`config.mk`:
```
export PLATFORM = sky130hd
export DESIGN_NAME = sram_sample_ring
export DESIGN_NICKNAME = d
export VERILOG_FILES = /design/src/rtl/sram_sample_ring.sv
export SDC_FILE = /design/constraint.sdc
export NUM_CORES = 1
export LEC_CHECK = 0
export BUFFER_PORTS_ARGS = -buffer_cell sky130_fd_sc_hd__buf_2
export CORE_MARGIN = 1
export CORE_UTILIZATION = 29
export CTS_CLUSTER_SIZE = 28
export DETAILED_ROUTE_END_ITERATION = 10
export PLACE_DENSITY = 0.58
export SLEW_MARGIN = 25
export SYNTH_ARGS = -nofsm -noshare
export SYNTH_HDL_FRONTEND = slang
export SYNTH_SLANG_ARGS = --single-unit
```
`constraint.sdc`:
```
create_clock -name clk_clk -period 3.5 [get_ports clk_clk]
set_clock_uncertainty 0.2 [all_clocks]
set_input_delay 0.35 -clock clk_clk [delete_from_list [all_inputs] [get_ports clk_clk]]
set_output_delay 0.35 -clock clk_clk [all_outputs]
set_load 0.02 [all_outputs]
```
`src/rtl/sram_sample_ring.sv`:
```
// Ring-buffer manager for 16-bit audio samples held in external SRAM.
// Arbitrates capture writes against delayed-tap reads, one bridge transaction at a time.
module sram_sample_ring #(
  parameter int unsigned BASE_WORD   = 0,
  parameter int unsigned DEPTH_LOG2  = 16,
  parameter int unsigned ACK_TIMEOUT = 15
) (
  input  logic                  clk_clk,
  input  logic                  reset_reset_n,
  input  logic [15:0]           wr_sample,
  input  logic                  wr_valid,
  output logic                  wr_ready,
  input  logic [DEPTH_LOG2-1:0] rd_delay,
  input  logic                  rd_valid,
  output logic                  rd_ready,
  output logic [15:0]           rd_data,
  output logic                  rd_data_valid,
  output logic [DEPTH_LOG2:0]   fill_level,
  output logic                  rd_underfill,
  output logic                  timeout_err,
  output logic [20:0]           bridge_address,
  output logic [1:0]            bridge_byte_enable,
  output logic                  bridge_read,
  output logic                  bridge_write,
  output logic [15:0]           bridge_write_data,
  input  logic                  bridge_acknowledge,
  input  logic [15:0]           bridge_read_data
);

  localparam int unsigned          CNT_W    = $clog2(ACK_TIMEOUT + 1);
  localparam logic [19:0]          BASE_W   = 20'(BASE_WORD);
  localparam logic [DEPTH_LOG2:0]  FILL_MAX = {1'b1, {DEPTH_LOG2{1'b0}}};
  localparam logic [CNT_W-1:0]     TMO_LAST = CNT_W'(ACK_TIMEOUT - 1);

  typedef enum logic [1:0] {
    S_IDLE  = 2'd0,
    S_WRITE = 2'd1,
    S_READ  = 2'd2,
    S_RESP  = 2'd3
  } state_e;

  // Ring offset to bridge byte address (the bridge addresses bytes, the ring counts words).
  function automatic logic [20:0] ring_byte_addr(input logic [DEPTH_LOG2-1:0] off);
    logic [19:0] word;
    word = BASE_W + 20'(off);
    return {word, 1'b0};
  endfunction

  state_e                state_q, state_d;
  logic [DEPTH_LOG2-1:0] wr_ptr_q, wr_ptr_d;
  logic [DEPTH_LOG2:0]   fill_q, fill_d;
  logic                  last_wr_q, last_wr_d;
  logic [15:0]           wdata_q, wdata_d;
  logic [20:0]           addr_q, addr_d;
  logic [15:0]           rd_data_q, rd_data_d;
  logic                  rdv_q, rdv_d;
  logic                  underfill_q, underfill_d;
  logic                  tmo_err_q, tmo_err_d;
  logic [CNT_W-1:0]      tmo_cnt_q, tmo_cnt_d;
  logic                  brd_q, brd_d;
  logic                  bwr_q, bwr_d;

  logic                  is_idle;
  logic                  grant_wr;
  logic                  grant_rd;
  logic [DEPTH_LOG2-1:0] rd_off;
  logic                  underfill_hit;

  // A pending read only beats a pending write when the previous grant went to the writer.
  assign is_idle       = (state_q == S_IDLE);
  assign grant_wr      = is_idle && wr_valid && !(rd_valid && last_wr_q);
  assign grant_rd      = is_idle && rd_valid && !grant_wr;
  assign rd_off        = wr_ptr_q - DEPTH_LOG2'(1) - rd_delay;
  assign underfill_hit = ({1'b0, rd_delay} >= fill_q);

  // Next-state and registered-output computation for the transaction FSM.
  always_comb begin
    state_d     = state_q;
    wr_ptr_d    = wr_ptr_q;
    fill_d      = fill_q;
    last_wr_d   = last_wr_q;
    wdata_d     = wdata_q;
    addr_d      = addr_q;
    rd_data_d   = rd_data_q;
    rdv_d       = 1'b0;
    underfill_d = 1'b0;
    tmo_err_d   = 1'b0;
    tmo_cnt_d   = tmo_cnt_q;
    brd_d       = brd_q;
    bwr_d       = bwr_q;
    case (state_q)
      S_IDLE: begin
        if (grant_wr) begin
          wdata_d   = wr_sample;
          addr_d    = ring_byte_addr(wr_ptr_q);
          bwr_d     = 1'b1;
          last_wr_d = 1'b1;
          tmo_cnt_d = '0;
          state_d   = S_WRITE;
        end else if (grant_rd) begin
          last_wr_d = 1'b0;
          if (underfill_hit) begin
            rd_data_d   = 16'h0000;
            rdv_d       = 1'b1;
            underfill_d = 1'b1;
            state_d     = S_RESP;
          end else begin
            addr_d    = ring_byte_addr(rd_off);
            brd_d     = 1'b1;
            tmo_cnt_d = '0;
            state_d   = S_READ;
          end
        end else begin
          state_d = S_IDLE;
        end
      end
      S_WRITE: begin
        if (bridge_acknowledge) begin
          bwr_d    = 1'b0;
          wr_ptr_d = wr_ptr_q + DEPTH_LOG2'(1);
          if (fill_q != FILL_MAX) begin
            fill_d = fill_q + (DEPTH_LOG2 + 1)'(1);
          end else begin
            fill_d = fill_q;
          end
          state_d = S_IDLE;
        end else if (tmo_cnt_q == TMO_LAST) begin
          bwr_d     = 1'b0;
          tmo_err_d = 1'b1;
          state_d   = S_IDLE;
        end else begin
          tmo_cnt_d = tmo_cnt_q + CNT_W'(1);
        end
      end
      S_READ: begin
        if (bridge_acknowledge) begin
          brd_d     = 1'b0;
          rd_data_d = bridge_read_data;
          rdv_d     = 1'b1;
          state_d   = S_RESP;
        end else if (tmo_cnt_q == TMO_LAST) begin
          // The tap engine always gets an answer, even when the SRAM stays silent.
          brd_d     = 1'b0;
          rd_data_d = 16'h0000;
          rdv_d     = 1'b1;
          tmo_err_d = 1'b1;
          state_d   = S_RESP;
        end else begin
          tmo_cnt_d = tmo_cnt_q + CNT_W'(1);
        end
      end
      S_RESP: begin
        state_d = S_IDLE;
      end
      default: begin
        brd_d   = 1'b0;
        bwr_d   = 1'b0;
        state_d = S_IDLE;
      end
    endcase
  end

  // State and output registers with synchronous active-low reset.
  always_ff @(posedge clk_clk) begin
    if (!reset_reset_n) begin
      state_q     <= S_IDLE;
      wr_ptr_q    <= '0;
      fill_q      <= '0;
      last_wr_q   <= 1'b0;
      wdata_q     <= 16'h0000;
      addr_q      <= 21'h000000;
      rd_data_q   <= 16'h0000;
      rdv_q       <= 1'b0;
      underfill_q <= 1'b0;
      tmo_err_q   <= 1'b0;
      tmo_cnt_q   <= '0;
      brd_q       <= 1'b0;
      bwr_q       <= 1'b0;
    end else begin
      state_q     <= state_d;
      wr_ptr_q    <= wr_ptr_d;
      fill_q      <= fill_d;
      last_wr_q   <= last_wr_d;
      wdata_q     <= wdata_d;
      addr_q      <= addr_d;
      rd_data_q   <= rd_data_d;
      rdv_q       <= rdv_d;
      underfill_q <= underfill_d;
      tmo_err_q   <= tmo_err_d;
      tmo_cnt_q   <= tmo_cnt_d;
      brd_q       <= brd_d;
      bwr_q       <= bwr_d;
    end
  end

  assign wr_ready           = grant_wr;
  assign rd_ready           = grant_rd;
  assign rd_data            = rd_data_q;
  assign rd_data_valid      = rdv_q;
  assign fill_level         = fill_q;
  assign rd_underfill       = underfill_q;
  assign timeout_err        = tmo_err_q;
  assign bridge_address     = addr_q;
  assign bridge_byte_enable = (brd_q || bwr_q) ? 2'b11 : 2'b00;
  assign bridge_read        = brd_q;
  assign bridge_write       = bwr_q;
  assign bridge_write_data  = wdata_q;

endmodule
```
==> results of run 1 <==
## worst max path at each step
stage | slack (ns) | endpoint | startpoint
after floorplan | 0.91 | bridge_address[10] | fill_level[15]
after global placement | 0.69 | bridge_address[15] | rd_delay[15]
after detailed placement | 0.67 | bridge_address[15] | rd_delay[15]
after CTS | 0.68 | bridge_address[15] | fill_level[6]
after global routing | 0.46 | bridge_address[10] | fill_level[6]
final | 0.67 | bridge_address[15] | fill_level[6]
## worst register-to-register path, cell delays in order, from the launching register on
cell and delay (ns):
dfxtp_1 0.45, inv_1 0.10, ha_1 0.30, a211oi_1 0.26
o21a_1 0.17, o32ai_1 0.10, a21oi_2 0.30, o211ai_1 0.14
buf_4 0.25, or2_4 0.32, o211ai_2 0.16
## Yosys cell counts (2+ instances only)
cell	number	share of area (%)
and3_1	7	0.83
a211o_1	4	0.67
and4_1	3	0.50
dfxtp_1	93	35
a21oi_1	47	4.5
a31o_1	2	0.33
a21boi_0	2	0.29
nor3_1	9	0.86
a211oi_1	5	0.72
o211ai_1	3	0.43
o31ai_1	2	0.29
nor2b_1	2	0.24
a21o_1	7	1.0
a32o_1	2	0.38
nand2b_1	4	0.48
mux2i_1	27	5.1
ha_1	40	9.5
o21ai_1	5	0.48
nand4_1	16	1.9
o21bai_1	3	0.43
nand2_1	95	6.8
buf_4	8	1.1
xor2_1	16	2.7
a31oi_1	5	0.60
clkbuf_1	19	1.4
buf_2	3	0.29
o211ai_2	5	1.2
nor4_1	3	0.36
inv_1	44	3.1
nor4b_1	2	0.33
nor3b_1	2	0.29
nand4b_1	2	0.33
xnor2_1	24	4.0
or3_1	4	0.48
nor2_1	51	3.6
o21a_1	5	0.72
and2_1	2	0.24
nand3b_1	2	0.29
nand3_1	23	2.2
o21ai_0	21	2.0
## area by class of cell
cell class	instances	area share, %
Inverter	45	2.65
Multi-Input combinational cell	474	48.5
Timing Repair Buffer	132	10.6
Clock inverter	5	0.923
Sequential cell	93	29.2
Clock buffer	11	3.65
Tap cell	225	4.42
## report_power, final
group / internal [mW] / switching [mW]
sequential: 1.16 / 0.0726
combinational: 0.336 / 0.606
clock: 0.556 / 0.428
## logic make-up after synthesis
group,share of synthesized area (%)
other,0.0714
AOI/OAI and AO/OA,16.1
buffers and inverters,6.01
muxes,5.15
and+or+nand+nor,20.6
adders and majority gates,9.92
xor gates and xnor gates,6.67
DFF,35.5
## flip-flops by register name (all words and copies together), names as in the netlist
| register | flops |
|---|---|
| rd_underfill | 1 |
| fill_level | 17 |
| rd_data_valid | 1 |
| bridge_read | 1 |
| wr_ptr_q | 16 |
| timeout_err | 1 |
| bridge_address | 16 |
| last_wr_q | 1 |
| state_q | 2 |
| bridge_write | 1 |
| bridge_write_data | 16 |
| rd_data | 16 |
| tmo_cnt_q | 4 |
## metal layers
metal / vias up / wire (um)
met2: 72 / 6690
met5: - / 0
met1: 2190 / 6360
met3: 20 / 414
met4: 0 / 287
li1: 2442 / -
## through the flow
| stage | instance area [um^2] | setup WS (ns) |
|---|---|---|
| global placement | 6080 | 0.694 |
| CTS | 6370 | 0.683 |
| global route | 6370 | 0.456 |
| finish | 6370 | 0.669 |
| floorplan | 5260 | 0.910 |
| detailed placement | 6080 | 0.667 |
==> results.yml, run 1 <==
floorplan:
  io_pins: 132
  die_area_um2: 18600
  die_h_um: 137
  fp.coreArea_um2: 17500
  die_x_um: 137
  start_util_pct: 30.0
  rows: 48
critical_path:
  critPathBufInv: 2
  reg2reg_to: "bridge_address[15]"
  crit_slowest_cell: "dfxtp_1"
  rrSetupSlack_ns: 0.67
  worstSetupStartpointType: "flip-flop"
  r2r_cells: 10
  r2r_start: "fill_level[6]"
  path_class: "flip-flop to flip-flop"
  crit_cells: 10
  critical_path_required_ns: 3.58
  slowest_delay_ns: 0.45
  crit_path_end_kind: "flip-flop"
  worst-path-max-fanout: 20
  crit_chain: "inv_1 > ha_1 > a211oi_1 > o21a_1 > o32ai_1 > a21oi_2 > o211ai_1 > buf_4 > or2_4 > o211ai_2"
  critical_path.top_delay_family: "compound AO/OA/AOI/OAI gates"
  critPathArrivalTime_ns: 2.91
timing:
  period_minus_slack_ns: 2.83
  tns_ns: 0
  slew_headroom_pct: 53.9
  slew_viol_final: 0
  fin_crit_sh_pct: 80.9
  hold_ws_ns: 0.0291
  hold_violations: 0
  maxClockFrequency_mhz: 353
  max_slew.worst_pin.slew_ns: 0.692
  setup_violations: 0
  rsz0062_at_grt: "false"
clocking:
  cts_setup_buffers: 0
  cts_max_path_buffers: 2
  clock_sinks: 93
  cts_tree: "done"
  clk_pin_slew_worst_paths_ns: 0.07
  clock_latency_ns: 0.35
  cts_root_buf: "clkbuf_16"
  cts_max_level: 3
  cts-resized-gates: 0
  cts_buffers: 9
  ctsHoldBuffers: 0
routing:
  routedWlPerCell_um: 14.0
  drc_errors: 0
  vias_per_cell: 4.80
  first_pass_iters: 4
  vias: 4724
  wirelength_mm: 13.8
  postRouteAntennaNets: 0
  drtIter0Drc: 240
run:
  timing.max_cap.violations: 0
yosys:
  avgSynthCellArea_um2: 8.23
  synth_seq_area_share_pct: 35.5
  synth_warnings: 0
  netlist_area_um2: 5250
  async_reset_ff_share_pct: 0
  synth_edf_count: 0
  ys_seq_elements: 93
  synth.distinct_cells: 59
  syn_inst: 638
  synth_ff_type: "dfxtp_1"
layout:
  area_growth_pct: 21.4
  regArea_um2: 1860
  num-nets-final: 849
  final_common_cell: "buf_2"
  drive_gt1_share_pct: 21.2
  multiInputGateArea_um2: 3090
  antenna-diode-count: 0
  final_core_util_pct: 36.5
  fillerInstances: 1848
  final_cell_mix: "buf_2, nand2_1, dfxtp_1"
  fin_cells: 985
placed_design:
  dp_cells: 969
  routabilityCongestion: 0.826
  port_buffers: 126
  dp_hpwl_mm: 10.4
global_routing:
  globalRouteMet1Util_pct: 19.4
  grt_max_degree: 53
  busiest_layer: "met2"
  grt_util_met3_pct: 2.63
  grt_util_met2_pct: 24.8
  track_usage_pct: 15.1
  grt_antenna_before_repair: 0
  grt_overflow: 0
  grt_pass1_wl_mm: 21.8
  first_global_vias: 4296
hold_path:
  holdCritStartpoint: "wr_sample[15]"
  hold_depth: 3
  worstHoldPathType: "input pin to flip-flop"
  min_to: "bridge_write_data[15]"
power:
  ir_worst_vdd_mv: 0.291
  leakage_nw: 2.96
  power.total_mw: 3.16
  power_density_nw_per_um2: 496
status:
  status: "finished clean"
(Power assumes the default switching activity.)
==> inputs of run 2 (changes only) <==
ABC_AREA = 1   (was default)
PLACE_DENSITY = 0.59   (was 0.58)
clock period = 2.5 ns   (was 3.5 ns; I/O delays follow)
==> run 2 against run 1 <==
Total power grew 85%. Critical path depth is the same. Utilization grew 1.6 points. Clock power rose by 49%. Setup slack lost 0.41 ns. Final area increased by 17%. Die area rose by 11%. Flip-flop and latch count did not move. Sequential share of layout area down 4.2 points. Worst hold slack got worse by 0.014 ns. Critical path type unchanged. Area after synthesis up 11%. Global-route usage rose by 0.67 points.
==> results.yml, run 2 <==
layout:
  num-nets-final: 1156
  area_growth_pct: 27.5
  drive_gt1_share_pct: 18.7
  final_common_cell: "nand2_1"
  fin_cells: 1332
  final_cell_mix: "nand2_1, nor2_1, buf_2"
  design_area_um2: 7450
  largest_reg_flops: 17
  antenna-diode-count: 0
clocking:
  cts_tree: "done"
  clock_latency_ns: 0.35
  cts_setup_buffers: 0
  cts_max_level: 3
  cts_buffers: 9
  ctsHoldBuffers: 27
  cts-resized-gates: 0
  cts_root_buf: "clkbuf_16"
  clock_sinks: 93
  clk_pin_slew_worst_paths_ns: 0.07
  cts_max_path_buffers: 2
timing:
  maxClockFrequency_mhz: 446
  setup_violations: 0
  fin_crit_sh_pct: 89.8
  max_slew.worst_pin.slew_ns: 0.540
  slew_viol_final: 0
  tns_ns: 0
  hold_violations: 0
  hold_ws_ns: 0.0153
  period_minus_slack_ns: 2.24
  rsz0062_at_grt: "false"
  slew_headroom_pct: 64.0
critical_path:
  crit_path_end_kind: "flip-flop"
  critical_path_required_ns: 2.54
  slowest_delay_ns: 0.49
  worstSetupStartpointType: "flip-flop"
  path_class: "flip-flop to flip-flop"
  crit_top_cell: "nand2_1"
  crit_slowest_cell: "dfxtp_1"
  critPathArrivalTime_ns: 2.28
  crit_chain: "inv_1 > ha_1 > nand2_1 > nor3_1 > nand3_1 > nand2_1 > inv_1 > nand2_1 > o21ai_0 > a21oi_1"
  worst-path-max-fanout: 12
yosys:
  synth_edf_count: 0
  ys_seq_elements: 93
  synth_area_leader_cell: "dfxtp_1"
  synth.distinct_cells: 43
  netlist_top_cells_area: "dfxtp_1, nand2_1, ha_1"
  synth_top_area_share_pct: 31.9
  synth_common_cells: "nand2_1, nor2_1, inv_1"
  synth_seq_area_share_pct: 31.9
  synth_warnings: 0
  synth_ff_type: "dfxtp_1"
  avgSynthCellArea_um2: 6.48
  netlist_area_um2: 5840
  yosysMostFrequentCell: "nand2_1"
  async_reset_ff_share_pct: 0
  syn_inst: 901
routing:
  wirelength_mm: 16.1
  drc_errors: 0
  wl_met2_mm: 7.20
  top_layer: "met4"
  postRouteAntennaNets: 0
  routedWlPerCell_um: 12.1
  wl_met3_um: 573
  vias: 5902
  met1Wirelength_mm: 8.17
  first_pass_iters: 5
  vias_per_cell: 4.43
  drtIter0Drc: 267
global_routing:
  grt_antenna_before_repair: 0
  grt_overflow: 0
  first_global_vias: 5241
  track_usage_pct: 15.8
  grt_max_degree: 44
  grt_pass1_wl_mm: 25.5
placed_design:
  place_area_um2: 6860
  dp_cells: 1289
  routabilityCongestion: 0.839
  port_buffers: 126
  dp_hpwl_mm: 12.2
power:
  ir_worst_vdd_mv: 0.355
  power_density_nw_per_um2: 786
  power.total_mw: 5.85
  leakage_nw: 3.65
floorplan:
  start_util_pct: 29.8
  rows: 51
  fp.coreArea_um2: 19600
  die_h_um: 144
  die_x_um: 144
  die_area_um2: 20700
  io_pins: 132
status:
  status: "finished clean"
run:
  timing.max_cap.violations: 0
hold_path:
  worstHoldPathType: "input pin to flip-flop"
[run 2: critical path: cells and delay by family, from the launching register on]
kind / cells / cell delay (ns)
simple gates: 5 / 0.48
compound gates: 2 / 0.22
buf+inv: 2 / 0.50
flops: 1 / 0.49
fa+ha+maj: 1 / 0.25
[run 2: through the flow]
stage               setup WS [ns]  utilization (%)
global placement            0.212             35.0
global route               0.0191             38.0
floorplan                   0.288                -
finish                      0.256             38.0
detailed placement          0.218             35.0
CTS                         0.232             38.0
[run 2: power by group]
| part | internal [mW] | leakage (nW) | switching, mW |
|---|---|---|---|
| registers | 1.81 | 0.760 | 0.186 |
| logic | 0.825 | 2.74 | 1.56 |
| clock network | 0.861 | 0.151 | 0.613 |
[run 2: worst paths after layout]
check | depth (start not counted) | start | endpoint | slack [ns]
hold reg to reg | 2 | last_wr_q | last_wr_q | 0.27
hold / removal | 5 | bridge_read_data[3] | rd_data[3] | 0.02
setup reg to reg | 10 | fill_level[0] | fill_level[4] | 0.26
setup / recovery | 10 | fill_level[0] | fill_level[4] | 0.26
[run 2: area by class of cell]
type | instances | area [um^2]
clock buffers | 12 | 267
clock inverters | 4 | 53.8
fillers | 2134 | 12100
inverters | 103 | 388
multi-input cells | 676 | 3430
flip-flops and latches | 93 | 1860
well taps | 265 | 332
repair buffers | 179 | 1120
[run 2: layer usage]
metal	vias to the layer above	GRT usage, %
met2	116	25.9
met4	0	4.93
met1	2601	21.0
met5	-	0
li1	3173	-
met3	12	2.77
[run 2: kinds of logic (layout without fill, tap and decap cells)]
kind of cell    after synthesis  count (layout)  synth area share, %
xor+xnor                     16              16                 2.40
compound gates              115             115                 10.4
buf+inv                     136             298                 9.75
fa+ha+maj                    41              41                 8.91
other cells                   1               5               0.0642
simple gates                499             499                 36.6
flops                        93              93                 31.9
==> inputs of run 3 (changes only) <==
--- a/constraint.sdc
+++ b/constraint.sdc
@@ -4,2 +4,2 @@
 set_output_delay 0.25 -clock clk_clk [all_outputs]
-set_load 0.02 [all_outputs]
+set_load 0.05 [all_outputs]
==> run 3 against run 2 <==
Worst hold slack hardly changed. Final area is 0.54% lower. Die area stayed put. Highest routed layer unchanged. Total power is 14% higher. Sequential power hardly changed. Non-clock buffer count is 4 lower. Clock-buffer cell count is 2 lower. Flip-flop and latch count stayed put. Largest cell class unchanged. Via count is 0.98% lower. First-iteration DRC count is 0.75% lower. Critical path type is now flip-flop to output port.
==> results.yml, run 3 (synthesis results as in run 2) <==
timing:
  rsz0062_at_grt: "false"
  maxClockFrequency_mhz: 435
  max_slew.worst_pin.slew_ns: 0.657
  slew_headroom_pct: 56.2
  period_minus_slack_ns: 2.30
  hold_ws_ns: 0.0148
  slew_viol_final: 0
  fin_ws_ns: 0.203
  setup_violations: 0
  fin_crit_sh_pct: 91.9
  tns_ns: 0
  hold_violations: 0
clocking:
  clock_sinks: 93
  clk_pin_slew_worst_paths_ns: 0.07
  cts_max_level: 3
  clock_latency_ns: 0.35
  cts_max_path_buffers: 2
  cts_setup_buffers: 0
  cts_tree: "done"
  cts_root_buf: "clkbuf_16"
  cts_buffers: 9
routing:
  routedWlPerCell_um: 12.2
  postRouteAntennaNets: 0
  wirelength_mm: 16.2
  vias_per_cell: 4.41
  first_pass_iters: 4
  drc_errors: 0
  vias: 5844
  drtIter0Drc: 265
layout:
  final_common_cell: "nand2_1"
  fillerInstances: 2117
  fin_cells: 1326
  antenna-diode-count: 0
  final_core_util_pct: 37.8
  final_cell_mix: "nand2_1, nor2_1, buf_2"
  area_growth_pct: 26.8
  design_area_um2: 7410
  num-nets-final: 1152
  drive_gt1_share_pct: 18.6
  largest_reg_flops: 17
floorplan:
  die_area_um2: 20700
  fp.coreArea_um2: 19600
  io_pins: 132
  die_h_um: 144
  rows: 51
  start_util_pct: 29.8
  die_x_um: 144
critical_path:
  rrSetupSlack_ns: 0.21
  crit_path_end_kind: "output port"
  critPathBufInv: 4
  critical_path.top_delay_family: "buffers and inverters"
  critPathLaunch: "state_q[0]"
  crit_cells: 6
  crit_slowest_cell: "dfxtp_1"
  crit_chain: "inv_1 > ha_1 > nand3_4 > inv_2 > buf_4 > buf_2"
  slowest_delay_ns: 0.34
  r2r_cells: 14
  r2r_start: "fill_level[1]"
  critPathArrivalTime_ns: 1.85
  reg2reg_to: "bridge_address[16]"
  worst-path-max-fanout: 32
  crit_end: "wr_ready"
  path_class: "flip-flop to output port"
  critical_path_required_ns: 2.05
  worstSetupStartpointType: "flip-flop"
placed_design:
  port_buffers: 126
  pre_cts_ws_ns: 0.216
  dp_hpwl_mm: 12.2
  place_area_um2: 6840
  dp_cells: 1288
  routabilityCongestion: 0.819
run:
  timing.max_cap.violations: 0
power:
  power.total_mw: 6.67
  power_density_nw_per_um2: 900
  leakage_nw: 3.64
  ir_worst_vdd_mv: 0.577
global_routing:
  grt_overflow: 0
  grt_antenna_before_repair: 0
  grt_max_degree: 62
  track_usage_pct: 16.3
  grt_pass1_wl_mm: 26.3
  first_global_vias: 5374
status:
  status: "finished clean"
hold_path:
  worstHoldPathType: "input pin to flip-flop"
[run 3: layout make-up]
type / instances / area (um^2) / share of cell area, %
Clock buffer: 10 / 229 / 3.09
Clock inverter: 4 / 98.8 / 1.33
Inverter: 103 / 388 / 5.24
Multi-Input combinational cell: 676 / 3430 / 46.3
Sequential cell: 93 / 1860 / 25.1
Tap cell: 265 / 332 / 4.48
Timing Repair Buffer: 175 / 1070 / 14.5
[run 3: power by group]
| part | total (mW) | internal, mW | switching (mW) |
|---|---|---|---|
| clock network | 1.58 | 0.970 | 0.609 |
| logic | 3.10 | 0.822 | 2.28 |
| registers | 1.99 | 1.81 | 0.185 |
[run 3: how the worst min path moves through the flow]
stage	startpoint	end	slack [ns]	cells after the start
after floorplan	bridge_acknowledge	timeout_err	0.13	1
after global placement	last_wr_q	last_wr_q	0.25	2
after detailed placement	last_wr_q	last_wr_q	0.26	2
after CTS	bridge_read_data[6]	rd_data[6]	0.0004	5
after global routing	bridge_read_data[1]	rd_data[1]	0.01	5
final	bridge_read_data[3]	rd_data[3]	0.01	5
[run 3: routing by layer]
metal | global-route usage, % | part of all wire, % | vias up
met4 | 4.03 | 0.86 | 0
li1 | - | - | 3168
met1 | 21.6 | 49 | 2555
met5 | 0 | 0 | -
met3 | 2.97 | 4.5 | 10
met2 | 27.1 | 46 | 111
[run 3: timing repair]
item | in CTS | in global routing
setup endpoints to repair | 0 | 1
hold endpoints to repair | 24 | 0
hold buffers | 24 | 0
gates resized for setup | 0 | 1
[run 3: tightest hold or removal path: stages]
cell	delay (ns)
buf_2	0.09
nand2_1	0.05
nand2_1	0.05
nand2_1	0.05
nor2_1	0.03
